`config.mk`:
```
export PLATFORM = sky130hd
export DESIGN_NAME = multicycle_ctrl
export DESIGN_NICKNAME = d
export VERILOG_FILES = /design/src/rtl/rv32_ctrl_pkg.sv /design/src/rtl/op_classify.sv /design/src/rtl/multicycle_ctrl.sv
export SDC_FILE = /design/constraint.sdc
export NUM_CORES = 1
export LEC_CHECK = 0
export CORE_ASPECT_RATIO = 1.5
export CORE_MARGIN = 3
export CORE_UTILIZATION = 41
export DETAILED_ROUTE_END_ITERATION = 8
export HOLD_SLACK_MARGIN = 0.05
export PLACE_DENSITY = 0.82
export SLEW_MARGIN = 0
export SYNTH_ARGS = -nofsm -noshare
export SYNTH_HDL_FRONTEND = slang
export SYNTH_SLANG_ARGS = --single-unit
```
`constraint.sdc`:
```
create_clock -name clk -period 2.3 [get_ports clk]
set_input_delay 0.46 -clock clk [delete_from_list [all_inputs] [get_ports clk]]
set_output_delay 0.46 -clock clk [all_outputs]
set_load 0.05 [all_outputs]
```
`src/rtl/rv32_ctrl_pkg.sv`:
```
// rv32_ctrl_pkg: encodings shared by the RV32I multi-cycle control path
// and the datapath blocks that consume its select lines.
package rv32_ctrl_pkg;

    localparam logic [6:0] OP_R     = 7'b0110011;
    localparam logic [6:0] OP_I     = 7'b0010011;
    localparam logic [6:0] OP_S     = 7'b0100011;
    localparam logic [6:0] OP_B     = 7'b1100011;
    localparam logic [6:0] OP_LUI   = 7'b0110111;
    localparam logic [6:0] OP_AUIPC = 7'b0010111;
    localparam logic [6:0] OP_JAL   = 7'b1101111;
    localparam logic [6:0] OP_JALR  = 7'b1100111;
    localparam logic [6:0] OP_LOAD  = 7'b0000011;

    typedef enum logic [2:0] {
        S_BOOT, S_FETCH, S_DECODE, S_EXEC, S_MEM, S_WB, S_TRAP
    } state_e;

    localparam logic [1:0] PC_PLUS4  = 2'b00;
    localparam logic [1:0] PC_BRANCH = 2'b01;
    localparam logic [1:0] PC_ALU    = 2'b10;

    localparam logic [1:0] WB_ALU = 2'b00;
    localparam logic [1:0] WB_MEM = 2'b01;
    localparam logic [1:0] WB_PC4 = 2'b10;
    localparam logic [1:0] WB_IMM = 2'b11;

    localparam logic [1:0] ALU_ADD  = 2'b00;
    localparam logic [1:0] ALU_FUNC = 2'b01;
    localparam logic [1:0] ALU_CMP  = 2'b10;

    localparam logic [1:0] TRAP_NONE    = 2'b00;
    localparam logic [1:0] TRAP_ILLEGAL = 2'b01;
    localparam logic [1:0] TRAP_TIMEOUT = 2'b10;

    typedef struct packed {
        logic r;
        logic i;
        logic auipc;
        logic jalr;
        logic branch;
        logic load;
        logic store;
        logic lui;
        logic jal;
    } opclass_t;

    typedef struct packed {
        logic       a_sel;
        logic       b_sel;
        logic [1:0] mode;
    } alu_ctrl_t;

    // Operand selects are a pure function of the class so they can be
    // re-issued unchanged in every post-decode state.
    function automatic alu_ctrl_t alu_ctrl(input opclass_t c);
        alu_ctrl_t a;
        a = '0;
        unique case (1'b1)
            c.r:                       a = '{1'b0, 1'b0, ALU_FUNC};
            c.i:                       a = '{1'b0, 1'b1, ALU_FUNC};
            c.auipc:                   a = '{1'b1, 1'b1, ALU_ADD};
            c.jalr, c.load, c.store:   a = '{1'b0, 1'b1, ALU_ADD};
            c.branch:                  a = '{1'b0, 1'b0, ALU_CMP};
            default:                   a = '0;
        endcase
        return a;
    endfunction

endpackage

```
`src/rtl/op_classify.sv`:
```
// op_classify: maps an RV32I major opcode to a one-hot class and
// flags everything outside the supported subset as illegal.
module op_classify
    import rv32_ctrl_pkg::*;
(
    input  logic [6:0] opcode_i,
    output opclass_t   cls_o,
    output logic       illegal_o
);

    always_comb begin
        cls_o     = '0;
        illegal_o = 1'b0;
        unique case (opcode_i)
            OP_R:     cls_o.r      = 1'b1;
            OP_I:     cls_o.i      = 1'b1;
            OP_AUIPC: cls_o.auipc  = 1'b1;
            OP_JALR:  cls_o.jalr   = 1'b1;
            OP_B:     cls_o.branch = 1'b1;
            OP_LOAD:  cls_o.load   = 1'b1;
            OP_S:     cls_o.store  = 1'b1;
            OP_LUI:   cls_o.lui    = 1'b1;
            OP_JAL:   cls_o.jal    = 1'b1;
            default:  illegal_o    = 1'b1;
        endcase
    end

endmodule

```
`src/rtl/multicycle_ctrl.sv`:
```
// multicycle_ctrl: fetch/decode/exec/mem/wb sequencer for the RV32I core,
// owning the shared memory handshake and its wait timeout.
module multicycle_ctrl
    import rv32_ctrl_pkg::*;
#(
    parameter int MEM_WAIT_MAX = 15
) (
    input  logic        clk,
    input  logic        rst,
    input  logic [31:0] instr,
    input  logic        br_taken,
    input  logic        mem_ready,
    output logic        mem_req,
    output logic        mem_we,
    output logic        mem_sel,
    output logic        ir_we,
    output logic        pc_we,
    output logic [1:0]  pc_src,
    output logic        reg_we,
    output logic [1:0]  wb_sel,
    output logic        alu_a_sel,
    output logic        alu_b_sel,
    output logic [1:0]  alu_mode,
    output logic        instr_retired,
    output logic        halted,
    output logic [1:0]  trap_cause
);

    localparam int CW = (MEM_WAIT_MAX > 0) ? $clog2(MEM_WAIT_MAX + 1) : 1;

    state_e      state_q, state_d;
    opclass_t    cls_q, cls_d;
    logic [1:0]  cause_q, cause_d;
    logic [CW-1:0] cnt_q, cnt_d, cnt_inc;
    logic        timeout;
    opclass_t    dec_cls;
    logic        dec_illegal;
    alu_ctrl_t   alu;
    logic        unused_instr;

    assign unused_instr = ^instr[31:7];

    op_classify u_cls (
        .opcode_i  (instr[6:0]),
        .cls_o     (dec_cls),
        .illegal_o (dec_illegal)
    );

    // Trap on the wait cycle that would bring the count to the limit;
    // a ready in that same cycle still wins.
    assign cnt_inc = (cnt_q == '1) ? cnt_q : cnt_q + 1'b1;
    assign timeout = (MEM_WAIT_MAX != 0) && !mem_ready
                     && (cnt_inc == CW'(MEM_WAIT_MAX));

    always_comb begin
        state_d       = state_q;
        cls_d         = cls_q;
        cause_d       = cause_q;
        mem_req       = 1'b0;
        mem_we        = 1'b0;
        mem_sel       = 1'b0;
        ir_we         = 1'b0;
        pc_we         = 1'b0;
        pc_src        = PC_PLUS4;
        reg_we        = 1'b0;
        wb_sel        = WB_ALU;
        alu           = '0;
        instr_retired = 1'b0;
        unique case (state_q)
            S_BOOT: state_d = S_FETCH;
            S_FETCH: begin
                mem_req = 1'b1;
                if (mem_ready) begin
                    ir_we   = 1'b1;
                    state_d = S_DECODE;
                end else if (timeout) begin
                    state_d = S_TRAP;
                    cause_d = TRAP_TIMEOUT;
                end
            end
            S_DECODE: begin
                cls_d = dec_cls;
                if (dec_illegal) begin
                    state_d = S_TRAP;
                    cause_d = TRAP_ILLEGAL;
                end else if (dec_cls.lui || dec_cls.jal) begin
                    state_d = S_WB;
                end else begin
                    state_d = S_EXEC;
                end
            end
            S_EXEC: begin
                alu = alu_ctrl(cls_q);
                if (cls_q.branch) begin
                    pc_we         = 1'b1;
                    pc_src        = br_taken ? PC_BRANCH : PC_PLUS4;
                    instr_retired = 1'b1;
                    state_d       = S_FETCH;
                end else if (cls_q.load || cls_q.store) begin
                    state_d = S_MEM;
                end else begin
                    state_d = S_WB;
                end
            end
            S_MEM: begin
                alu     = alu_ctrl(cls_q);
                mem_req = 1'b1;
                mem_sel = 1'b1;
                mem_we  = cls_q.store;
                if (mem_ready) begin
                    if (cls_q.store) begin
                        pc_we         = 1'b1;
                        instr_retired = 1'b1;
                        state_d       = S_FETCH;
                    end else begin
                        state_d = S_WB;
                    end
                end else if (timeout) begin
                    state_d = S_TRAP;
                    cause_d = TRAP_TIMEOUT;
                end
            end
            S_WB: begin
                alu           = alu_ctrl(cls_q);
                pc_we         = 1'b1;
                reg_we        = 1'b1;
                instr_retired = 1'b1;
                state_d       = S_FETCH;
                unique case (1'b1)
                    cls_q.lui:  wb_sel = WB_IMM;
                    cls_q.jal: begin
                        wb_sel = WB_PC4;
                        pc_src = PC_BRANCH;
                    end
                    cls_q.jalr: begin
                        wb_sel = WB_PC4;
                        pc_src = PC_ALU;
                    end
                    cls_q.load: wb_sel = WB_MEM;
                    default:    wb_sel = WB_ALU;
                endcase
            end
            S_TRAP:  state_d = S_TRAP;
            default: state_d = S_BOOT;
        endcase
    end

    always_comb begin
        cnt_d = '0;
        if (mem_req && !mem_ready && state_d == state_q)
            cnt_d = cnt_inc;
    end

    assign alu_a_sel  = alu.a_sel;
    assign alu_b_sel  = alu.b_sel;
    assign alu_mode   = alu.mode;
    assign halted     = (state_q == S_TRAP);
    assign trap_cause = cause_q;

    always_ff @(posedge clk or posedge rst) begin
        if (rst) begin
            state_q <= S_BOOT;
            cls_q   <= '0;
            cause_q <= TRAP_NONE;
            cnt_q   <= '0;
        end else begin
            state_q <= state_d;
            cls_q   <= cls_d;
            cause_q <= cause_d;
            cnt_q   <= cnt_d;
        end
    end

endmodule

```
==> After elaboration in Yosys (flattened, before gate mapping) <==
Cells that the tools add are included.
{ "op_classes": {"add_sub_neg": 1, "mux": 42, "eq_ne": 21, "reduce_logical": 15} }
{ "op_table": {"columns": ["op", "n"], "rows": [
  ["== test 7 x 6 -> 1 bit, second input constant", 3],
  ["== test 7 bit, second input constant", 3],
  ["two-way mux 1 bit", 21],
  ["two-way mux 3 bit", 7],
  ["case mux 4 bit (5 select lines)", 1],
  ["case mux 3 bit (6 select lines)", 1],
  ["== test 7 x 5 -> 1 bit, second input constant", 2],
  ["two-way mux 4 bit", 3],
  ["case mux 2 bit (2 select lines)", 3],
  ["== test 3 bit, second input constant", 3],
  ["OR reduction 9 bit", 1],
  ["== test 4 bit, second input constant", 2],
  ["two-way mux 2 bit", 4],
  ["== test 7 x 2 -> 1 bit, second input constant", 1],
  ["== test 3 x 2 -> 1 bit, second input constant", 2],
  ["case mux 2 bit (3 select lines)", 1],
  ["OR reduction 2 bit", 3],
  ["OR reduction 3 bit", 2],
  ["adder 4 x 1 -> 4 bit, second input constant", 1],
  ["!= test 2 bit, second input constant", 2],
  ["AND reduction 4 bit", 1],
  ["== test 3 x 1 -> 1 bit, second input constant", 1],
  ["== test 3 bit", 1],
  ["logical AND 1 bit", 3],
  ["other kinds (6)", 7]
]} }
{ "word_totals": {"elab_cells": 91, "inputBits": 36, "output_inout_bits": 18, "ff_bits": 18} }

==> Depth between registers and ports, before layout <==
Gate-level depths: netlist of run 1.
{ "depth": {"word_depth": 10, "ltp_mapped": 7, "mapped_depth_nobuf": 6} }

==> Cells and area by module <==
From an unflattened synthesis of run 1, not the netlist that was laid out.
{ "hier_totals": {"cells_unflattened": 132, "hier_area_um2": 1189.9} }
{ "by_module_without_submodules": {"columns": ["module", "cells_each", "instances", "area_per_inst_um2", "seq_area_each_um2"], "rows": [
  ["multicycle_ctrl", 110, 1, 1049.8, 450.4],
  ["op_classify", 22, 1, 140.1, 0.0]
]} }

==> Worst setup path after synthesis of run 1 <==
No wires, ideal clock.
{ "synth_path": {"kind": "register -> output", "from": "register state_q[0]", "to": "output port pc_we", "n_path_buf": 2, "t_required_ps": 1840, "path_stages_with_launch": 5, "arrival_ps": 1962, "slack_ps": -122, "cell_sequence": "dfrtp_1 buf_6 or2b_2 o22ai_1 buf_4"} }
{ "synth_between": {"elab_chain_cells": 2, "elab_cells_between_ends": 4, "cone_classes": "eq/ne: 3; mux: 1"} }
{ "synth_rtl": {"columns": ["item", "line_no", "rtl"], "rows": [
  ["start, declared", "multicycle_ctrl.sv:31", "state_e state_q, state_d;"],
  ["start signal, assigned", "multicycle_ctrl.sv:167", "state_q <= state_d;"],
  ["== test 3 bit or == test 3 x 2 -> 1 bit (tied branches)", null, null],
  ["case mux 1 bit (3 select lines) (*)", null, null],
  ["end, declared", "multicycle_ctrl.sv:17", "output logic pc_we,"]
]} }
Mark *: on every way between the ends. The rest lies on a longest branch, timed or not.

==> Worst setup path after layout of run 1 <==
{ "layout_path": {"from": "register state_q[2]", "to": "output port alu_a_sel"} }
{ "layout_between": {"elab_chain_cells": 3, "elab_cells_between_ends": 5, "cone_classes": "eq/ne: 3; mux: 1; reduce/logical: 1"} }
{ "layout_rtl": {"columns": ["item", "line_no", "rtl"], "rows": [
  ["== test 3 bit or == test 3 x 2 -> 1 bit (tied branches)", "multicycle_ctrl.sv:69", "unique case (state_q)"],
  ["OR reduction 3 bit (no source line) (*)", null, null],
  ["two-way mux 4 bit (*)", null, null],
  ["end, declared", "multicycle_ctrl.sv:21", "output logic alu_a_sel,"]
]} }
Marked as above.

==> results of run 1 <==
[metrics by stage]
stage | total power [mW] | instances | setup slack (ps)
after detailed placement | 1.781 | 198 | 165.4
after floorplan | 1.316 | 138 | 102.6
after global placement | 1.751 | 198 | 87.87
after global routing | 2.098 | 202 | -29.23
final | 1.977 | 202 | 78.36
after CTS | 1.973 | 202 | 53.02
[state kept, by name, indices dropped and copies added, names as in the netlist]
| signal | flops |
|---|---|
| state_q | 3 |
| cnt_q | 4 |
| trap_cause | 2 |
| cls_q | 9 |
[layout by cell type, fill, tap and decap left out, types with 2 or more instances in the layout]
cell and n:
nand2_1 19, nor2_1 20, nand3_1 2, inv_1 6
o21ai_0 7, a21oi_1 5, a31oi_1 2, and3_1 2
nand2b_1 4, buf_4 6, clkbuf_4 3, nor2b_1 2
nor3_1 5, o21ai_2 2, xnor2_1 2, clkdlybuf4s50_1 12
dfrtp_1 17, buf_12 12, nand3b_1 3, o41ai_1 3
a21oi_2 2, nor3b_1 3, or3_1 2
[logic make-up (layout without fill, tap and decap cells)]
logic type / count (synthesis) / after routing
xor+xnor: 2 / 2
compound gates: 31 / 31
fa+ha+maj: 1 / 1
simple gates: 73 / 73
flops: 18 / 18
buf+inv: 12 / 40
mux: 1 / 1
[power groups by stage]
stage	clock network (mW)	logic, mW	registers [mW]
after CTS	0.195	1.21	0.572
after global routing	0.212	1.29	0.598
after detailed placement	0	1.20	0.578
final	0.195	1.21	0.571
after floorplan	0	0.791	0.524
after global placement	0	1.18	0.568
[worst min-delay path, delay by kind of cell, from the launching register on]
family | cells | cell delay [ps]
flops | 1 | 350
simple gates | 1 | 60
compound gates | 1 | 50
[what timing repair did]
item | 4_1_cts | 5_1_grt
endpoints found under the setup margin | 1 | 4
resized for setup | 1 | 2
cloned | 0 | 0
hold buffers | 0 | 0
[area by class of cell]
| class | instances | area (um^2) |
|---|---|---|
| clock buffers | 4 | 36.28 |
| inverters | 6 | 22.52 |
| flip-flops and latches | 18 | 451.7 |
| well taps | 36 | 45.04 |
| fillers | 222 | 948.4 |
| repair buffers | 30 | 405.4 |
| multi-input cells | 108 | 650.6 |
[per-layer routing]
layer / GRT usage, % / part of all wire, %
met4: 8.544 / 1.7
met3: 2.526 / 4.7
met2: 30.15 / 56
met1: 17.80 / 38
met5: 0 / 0
[worst max-delay path by stage]
stage,from,end
floorplan,state_q[0]$_DFF_PP0_,alu_b_sel
global placement,instr[4],state_q[2]$_DFF_PP0_
detailed placement,instr[6],state_q[1]$_DFF_PP0_
CTS,state_q[2]$_DFF_PP0_,alu_b_sel
global route,state_q[2]$_DFF_PP0_,alu_a_sel
finish,state_q[2]$_DFF_PP0_,alu_a_sel
==> summary.md, run 1 <==
| Metric | Value |
|---|---|
| Seq/Total Area, Yosys | 39.30% |
| Layout area overhead | 40.61% |
| Type of the tightest min-delay check | reg -> reg |
| Max-Cap Viols | 0 |
| R2R depth | 5 |
| RR Startpoint | cnt_q[0]$_DFF_PP0_ |
| Drt wl/cell | 13.37 um |
| Dpl hpwl | 2171 um |
| Hold Path Stages | 2 |
| Fraction of the mapped netlist area in simple logic gates | 33.30% |
| Final ANT Viol Nets | 0 |
| Setup CP Type | reg -> out |
| Synthesized area per cell | 8.305 um^2 |
| RSZ-0062 raised after global routing | yes |
| Synth Area in Adders | 1.092% |
| CTS Buffer Depth | 2 |
| Final setup viols | 0 |
| Post-Place Cell Area | 1568 um^2 |
| Drt total wl | 2700 um |
| Clk sinks | 18 |
| Synth Instances | 138 |
| Ys flop type | dfrtp_1 |
| GRT Util Overall | 16.45% |
| CP Launch Type | register |
| Reg-to-Reg End | state_q[1]$_DFF_PP0_ |
| Vias in the first global route | 1071 |
| Num ports | 54 |
| PD cells | 1227 nW/um^2 |
| Iter 0 DRT Violations | 36 |
| Die Span Y | 70.76 um |
| Synth Area in XOR/XNOR | 1.528% |
| WP data required | 1840 ps |
| CP arrival | 1760 ps |
| Largest net degree at the start of global routing | 19 |
| Switching Power | 0.9287 mW |
| Most frequent cell after synthesis | nor2_1 |
| Post-layout instance area | 1612 um^2 |
| Syn nets | 175 |
| Area share of the largest cell type after synthesis | 39.30% |
| Flop pwr share | 28.9% |
| Clock share of power | 9.9% |
| CP max FO | 9 |
| Chip width | 49.17 um |
| # DRC | 0 |
| Cells along the critical path | or2b_2, nor2_1, nor2_1, nor2b_1, buf_12 |
| Post-synthesis compound-gate area fraction | 18.23% |
| Worst IR Drop VDD | 0.0005271 V |
| Tmin final | 2222 ps |
| Slowest CP cell | dfrtp_1 |
| Grt ovf | 0 |
| Final Slew Violations | 0 |
| Vias per cell | 5.525 |
| Setup TNS | 0 ps |
| Drt first pass iters | 4 |
| Net Sw Frac | 46.97% |
| Post-Syn Area | 1146 um^2 |
| Ys Warns | 0 |
| Critical path depth | 5 |
| Hold endpoint | cls_q[8]$_DFFE_PP0N_ |
| CTS tree | done |
| Hold Vio Cnt, Final | 0 |
| Fmax | 450.1 MHz |
| Largest family of logic cells by synthesized area | simple AND/OR/NAND/NOR gates |
| IO Port Bufs | 28 |
| Hold WS | 490.1 ps |
| Initial antenna violation count | 0 |
| CP endpoint kind | primary output |
| Worst-Skew Late Latency | 290 ps |
| Gp weighted congestion | 0.8533 |
| Worst clock skew | 3.025 ps |
| Yosys cell types | 42 |
| Clk root buf | clkbuf_4 |
| P_int | 1.049 mW |
| Starting Density | 44.77% |
| Post-synth top cells | 21 x nor2_1, 19 x nand2_1, 18 x dfrtp_1 |
| Utilization after layout | 62.95% |
| Buf/Inv on CP | 1 |
| Share of layout cells above drive strength 1 | 21.69% |
| Total CTS buffers | 3 |
| Status | finished, final reports clean |
| H-tree lvl count | 1 |
| DR vias | 1116 |
| Reg2Reg Setup Slack | 370 ps |
| First-pass GRT wire length | 4567 um |
| Core area | 2560 um^2 |
| Final nets | 204 |
| Die area | 3479 um^2 |
| Reg clk slew, reported paths | 100 ps |
| Delay-heaviest family, CP | simple AND/OR/NAND/NOR gates |
| Slew @ Worst Pin | 683.4 ps |
| Largest area contributor in the netlist | dfrtp_1 |
| Hold wc startpoint | cls_q[8]$_DFFE_PP0N_ |
| Synth area leaders | dfrtp_1 39%, nor2_1 6.9%, nand2_1 6.2% |
| Post-synth EDFFs | 0 |
| Combinational share of power | 61.2% |
| Asr flop ratio synth | 100.0% |
| #FFs+latches synth | 18 |
| Crit-path max cell delay | 470 ps |
| Final period util | 96.59% |
| Post-CTS setup buffers | 0 |
| Leakage Power | 0.6740 nW |
| Multiplexer share of the synthesized area | 0.8734% |
| Slew headroom | 54.39% |
| ANT cells | 0 |
| Crit-path most repeated cell | nor2_1 |
| Number of core rows | 22 |
(Power assumes the default switching activity.)
==> run 2, diff against run 1 <==
Settings changed: CORE_UTILIZATION 41 to 33, CTS_CLUSTER_SIZE set to 28, GPL_ROUTABILITY_DRIVEN set to 0, PLACE_DENSITY 0.82 to 0.69.
==> run 2 against run 1 <==
- global-route usage decreased by 2.0 points
- final cell count increased by 4.5%
- utilization decreased by 11 points
- register-to-register slack improved by 50 ps
- combinational power about the same
- count of clock-buffer cells in the layout unchanged
- fmax increased by 0.11%
- critical path type unchanged
- critical endpoint is now alu_mode[1]
- highest routed layer unchanged
==> summary.md, run 2 (same netlist as run 1, synthesis figures left out) <==
| Metric | Value |
|---|---|
| WP data required | 1840 ps |
| Setup CP Type | reg -> out |
| # fillers | 312 |
| Post-Place Cell Area | 1623 um^2 |
| Final period util | 96.49% |
| Worst clock skew | 2.634 ps |
| Crit-path most repeated cell | nor2_1 |
| Drt first pass iters | 4 |
| Final nets | 209 |
| RR Startpoint | cnt_q[0]$_DFF_PP0_ |
| Reg clk slew, reported paths | 70 ps |
| Status | finished, final reports clean |
| First-pass GRT wire length | 4698 um |
| Worst-Skew Late Latency | 250 ps |
| Hold wc startpoint | cls_q[8]$_DFFE_PP0N_ |
| Worst IR Drop VDD | 0.0006860 V |
| Tmin final | 2219 ps |
| CP Launch Type | register |
| Cells along the critical path | or2b_2, nor2_1, nor2_1, nor2b_1, buf_12 |
| Hold WS | 505.2 ps |
| CP Launch Point | state_q[2]$_DFF_PP0_ |
| Sequential Area | 451.7 um^2 |
| PD cells | 1223 nW/um^2 |
| Die area | 4231 um^2 |
| Starting Density | 35.23% |
| Vias per cell | 5.152 |
| Final ANT Viol Nets | 0 |
| Total CTS buffers | 3 |
| Number of core rows | 25 |
| Max reg flops | 9 |
| RSZ-0062 raised after global routing | yes |
| Chip width | 54.12 um |
| CP max FO | 9 |
| Clk sinks | 18 |
| Tot Pwr | 2.058 mW |
| Layout area overhead | 46.83% |
| Top reg by flops | cls_q |
| Area of the multi-input gates | 648.1 um^2 |
| CP arrival | 1760 ps |
| Grt ovf | 0 |
| CTS tree | done |
| Share of layout cells above drive strength 1 | 23.39% |
| Slew @ Worst Pin | 688.3 ps |
| Commonest cells after routing, fill and taps aside | 20 x nor2_1, 19 x nand2_1, 17 x dfrtp_1 |
| Type of the tightest min-delay check | reg -> reg |
| DR vias | 1087 |
| Die Span Y | 78.18 um |
| GRT Util Overall | 14.47% |
| Leakage Power | 0.7079 nW |
| Initial antenna violation count | 0 |
| Clk root buf | clkbuf_8 |
| Slew headroom | 54.06% |
| Final Slew Violations | 0 |
| Crit-path max cell delay | 460 ps |
| Num ports | 54 |
| Slowest CP cell | dfrtp_1 |
| CTS Buffer Depth | 2 |
| Largest net degree at the start of global routing | 19 |
| Drt total wl | 2732 um |
| Utilization after layout | 51.73% |
| CP endpoint kind | primary output |
| # DRC | 0 |
| Fmax | 450.6 MHz |
| ANT cells | 0 |
| Hold Vio Cnt, Final | 0 |
| Vias in the first global route | 1099 |
| Drt wl/cell | 12.95 um |
| H-tree lvl count | 1 |
| Post-layout instance area | 1683 um^2 |
| Final setup viols | 0 |
| Max-Cap Viols | 0 |
| Dpl hpwl | 2258 um |
| IO Port Bufs | 28 |
| Iter 0 DRT Violations | 35 |
| Commonest non-fill, non-tap cell in the layout | nor2_1 |
| Core area | 3253 um^2 |
| Top flop regs | cls_q x9, cnt_q x4, state_q x3 |
## run 2: cell types whose count changed in the layout (fill, tap and decap cells not counted)
| cell | before | now |
|---|---|---|
| buf_12 | 12 | 13 |
| buf_4 | 6 | 10 |
| clkbuf_4 | 3 | 0 |
| clkbuf_8 | 1 | 4 |
| nor2b_1 | 2 | 3 |
| nor2b_2 | 1 | 0 |
## run 2: report_power, final
group	internal, mW	leakage (nW)	switching [mW]
sequential	0.427	0.235	0.148
combinational	0.538	0.444	0.686
clock	0.152	0.0288	0.107
total	1.12	0.708	0.941
## run 2: cell type report
class	count	area share (%)
inverters	6	1.338
well taps	40	2.974
clock buffers	4	3.271
flip-flops and latches	18	26.84
multi-input cells	108	38.51
repair buffers	35	27.06
## run 2: metal layers
layer	vias up	share of wire (%)	GRT usage (%)
met1	507	39	16.23
met2	20	57	26.62
li1	555	-	-
met5	-	0	0
met3	5	2.7	1.708
met4	0	1.3	4.738
## run 2: worst paths after layout
| path | to | slack (ps) | cells after the start |
|---|---|---|---|
| hold / removal | cls_q[8]$_DFFE_PP0N_ | 510 | 2 |
| setup / recovery | alu_mode[1] | 80 | 5 |
| hold reg to reg | cls_q[8]$_DFFE_PP0N_ | 510 | 2 |
| setup reg to reg | state_q[1]$_DFF_PP0_ | 420 | 5 |
| min in group asynchronous | trap_cause[0]$_DFFE_PP0P_ | 610 | 2 |
| max in group asynchronous | state_q[0]$_DFF_PP0_ | 1210 | 2 |
## run 2: what timing repair did
| action | 4_1_cts | 5_1_grt |
|---|---|---|
| setup buffers | 0 | 0 |
| resized for setup | 1 | 1 |
| gates cloned | 0 | 0 |
| setup endpoints to repair | 1 | 3 |
| hold buffers | 0 | 0 |
## run 2: worst max-delay path, delay by kind of cell, from the launching register on
kind          cells  cell delay [ps]
buf+inv           1              170
simple gates      4              870
flops             1              460
## run 2: per-stage QoR
step	worst slack, ps	setup TNS [ps]	instances
after floorplan	102.6	0	138
after global placement	-4.136	-4.136	207
after detailed placement	-39.56	-39.56	207
after CTS	16.33	0	211
after global routing	-17.22	-33.15	211
final	80.71	0	211
==> run 3, diff against run 2 <==
Settings changed: CTS_BUF_LIST set to sky130_fd_sc_hd__clkbuf_4 sky130_fd_sc_hd__clkbuf_8, PLACE_DENSITY 0.69 to 0.71.
Clock period 2.3 ns to 2 ns, I/O delays scaled along.
==> run 3 against run 2 <==
- sequential share of layout area is 1.4 points lower
- critical path depth stayed put
- critical path type unchanged
- count of clock-buffer cells in the layout stayed put
- clock skew is 1.6 ps lower
- critical endpoint is now alu_a_sel
- worst hold slack worse by 47 ps
- via count is 4.6% higher
==> summary.md, run 3 (same netlist as run 1, synthesis figures left out) <==
| Metric | Value |
|---|---|
| Utilization after layout | 54.58% |
| ANT cells | 0 |
| WP data required | 1600 ps |
| Worst clock skew | 1.057 ps |
| Final setup viols | 0 |
| Total CTS buffers | 3 |
| Drt total wl | 2963 um |
| Worst-Skew Late Latency | 250 ps |
| Drt wl/cell | 13.72 um |
| Slew @ Worst Pin | 507.1 ps |
| Grt ovf | 0 |
| Final nets | 214 |
| CP endpoint kind | primary output |
| Slew headroom | 66.09% |
| Number of core rows | 25 |
| H-tree lvl count | 1 |
| # fillers | 309 |
| Tmin final | 1934 ps |
| Final ANT Viol Nets | 0 |
| Initial antenna violation count | 0 |
| Met1 usage | 17.93% |
| Dpl hpwl | 2363 um |
| DR vias | 1137 |
| CTS tree | done |
| GR Util met2 | 28.42% |
| CP Launch Point | state_q[2]$_DFF_PP0_ |
| Sequential Area | 451.7 um^2 |
| RR Startpoint | cnt_q[0]$_DFF_PP0_ |
| Hold_buf cts | 0 |
| Status | finished, final reports clean |
| Reg2Reg Setup Slack | 110 ps |
| Clk root buf | clkbuf_8 |
| Final WS setup | 66.08 ps |
| Area of the multi-input gates | 665.6 um^2 |
| R2R depth | 5 |
| Setup CP Type | reg -> out |
| Vias per cell | 5.264 |
| Chip width | 54.12 um |
| Final Slew Violations | 0 |
| Max reg flops | 9 |
| Layout area overhead | 54.91% |
| Top flop regs | cls_q x9, cnt_q x4, state_q x3 |
| Non-Filler Instances | 216 |
| CP max FO | 7 |
| Reg clk slew, reported paths | 70 ps |
| Tot Pwr | 2.479 mW |
| Worst slack at placement | -344.3 ps |
| Final period util | 96.70% |
| Max-Cap Viols | 0 |
| PD cells | 1396 nW/um^2 |
| Hold Vio Cnt, Final | 0 |
| Reg-to-Reg End | state_q[1]$_DFF_PP0_ |
| Type of the tightest min-delay check | in -> async |
| CTS Buffer Depth | 2 |
| Share of layout cells above drive strength 1 | 28.41% |
| First-pass GRT wire length | 5147 um |
| Commonest cells after routing, fill and taps aside | 19 x nand2_1, 18 x nor2_1, 17 x dfrtp_1 |
| Num ports | 54 |
| Vias in the first global route | 1161 |
| Top reg by flops | cls_q |
| Largest net degree at the start of global routing | 19 |
| Core area | 3253 um^2 |
| # DRC | 0 |
| Placed cells | 212 |
| Fmax | 517.1 MHz |
| CP Launch Type | register |
| Worst IR Drop VDD | 0.0006986 V |
| Die area | 4231 um^2 |
| Drt first pass iters | 4 |
| Clk sinks | 18 |
| Commonest non-fill, non-tap cell in the layout | nand2_1 |
| Iter 0 DRT Violations | 22 |
| CP arrival | 1530 ps |
| Top Usage Layer GRT | met2 |
| Die Span Y | 78.18 um |
| GRT Util Overall | 15.61% |
| Leakage Power | 0.7433 nW |
| Starting Density | 35.23% |
| Met3 Track Usage GR | 1.898% |
| IO Port Bufs | 28 |
==> run 3: cell type report <==
class / instances / area share (%)
flip-flops and latches: 18 / 25.44
clock buffers: 4 / 3.101
multi-input cells: 108 / 37.49
inverters: 6 / 1.269
well taps: 40 / 2.819
repair buffers: 40 / 29.88
==> run 3: what timing repair did <==
action,in CTS,in global routing
buffers inserted,0,0
resized for setup,3,4
setup endpoints to repair,5,5
==> run 3: stage by stage <==
stage / hold WS [ps] / setup TNS, ps / instance area (um^2)
floorplan: 338.6 / -237.0 / 1165
CTS: 465.2 / 0 / 1763
detailed placement: 469.9 / -406.2 / 1703
finish: 458.0 / 0 / 1775
global route: 487.0 / -32.34 / 1775
global placement: 466.0 / -321.4 / 1703
==> run 3: how the worst max path moves through the flow <==
stage / endpoint / slack [ps]
after global routing: state_q[2]$_DFF_PP0_ / -30
after global placement: state_q[2]$_DFF_PP0_ / -260
after CTS: state_q[2]$_DFF_PP0_ / 20
final: alu_a_sel / 70
after detailed placement: state_q[2]$_DFF_PP0_ / -340
after floorplan: alu_a_sel / -80
==> run 3: routing by layer <==
metal  vias to the layer above  routed length (um)  share of wire [%]
met5                         -                   0                  0
met4                         0                  85                2.9
met3                         6                  99                3.3
met2                        30                1629                 55
met1                       539                1149                 39
li1                        562                   -                  -
==> run 3: power by group <==
group / total, mW / internal (mW) / switching, mW
clock network: 0.295 / 0.175 / 0.120
registers: 0.627 / 0.491 / 0.136
logic: 1.56 / 0.700 / 0.858
total: 2.48 / 1.37 / 1.11
==> run 3: critical path, cell delays in order (launching register included) <==
cell and delay [ps]:
dfrtp_1 390, or2b_4 300, nor2_1 140, nor2_2 80, nor2b_1 200, buf_12 170
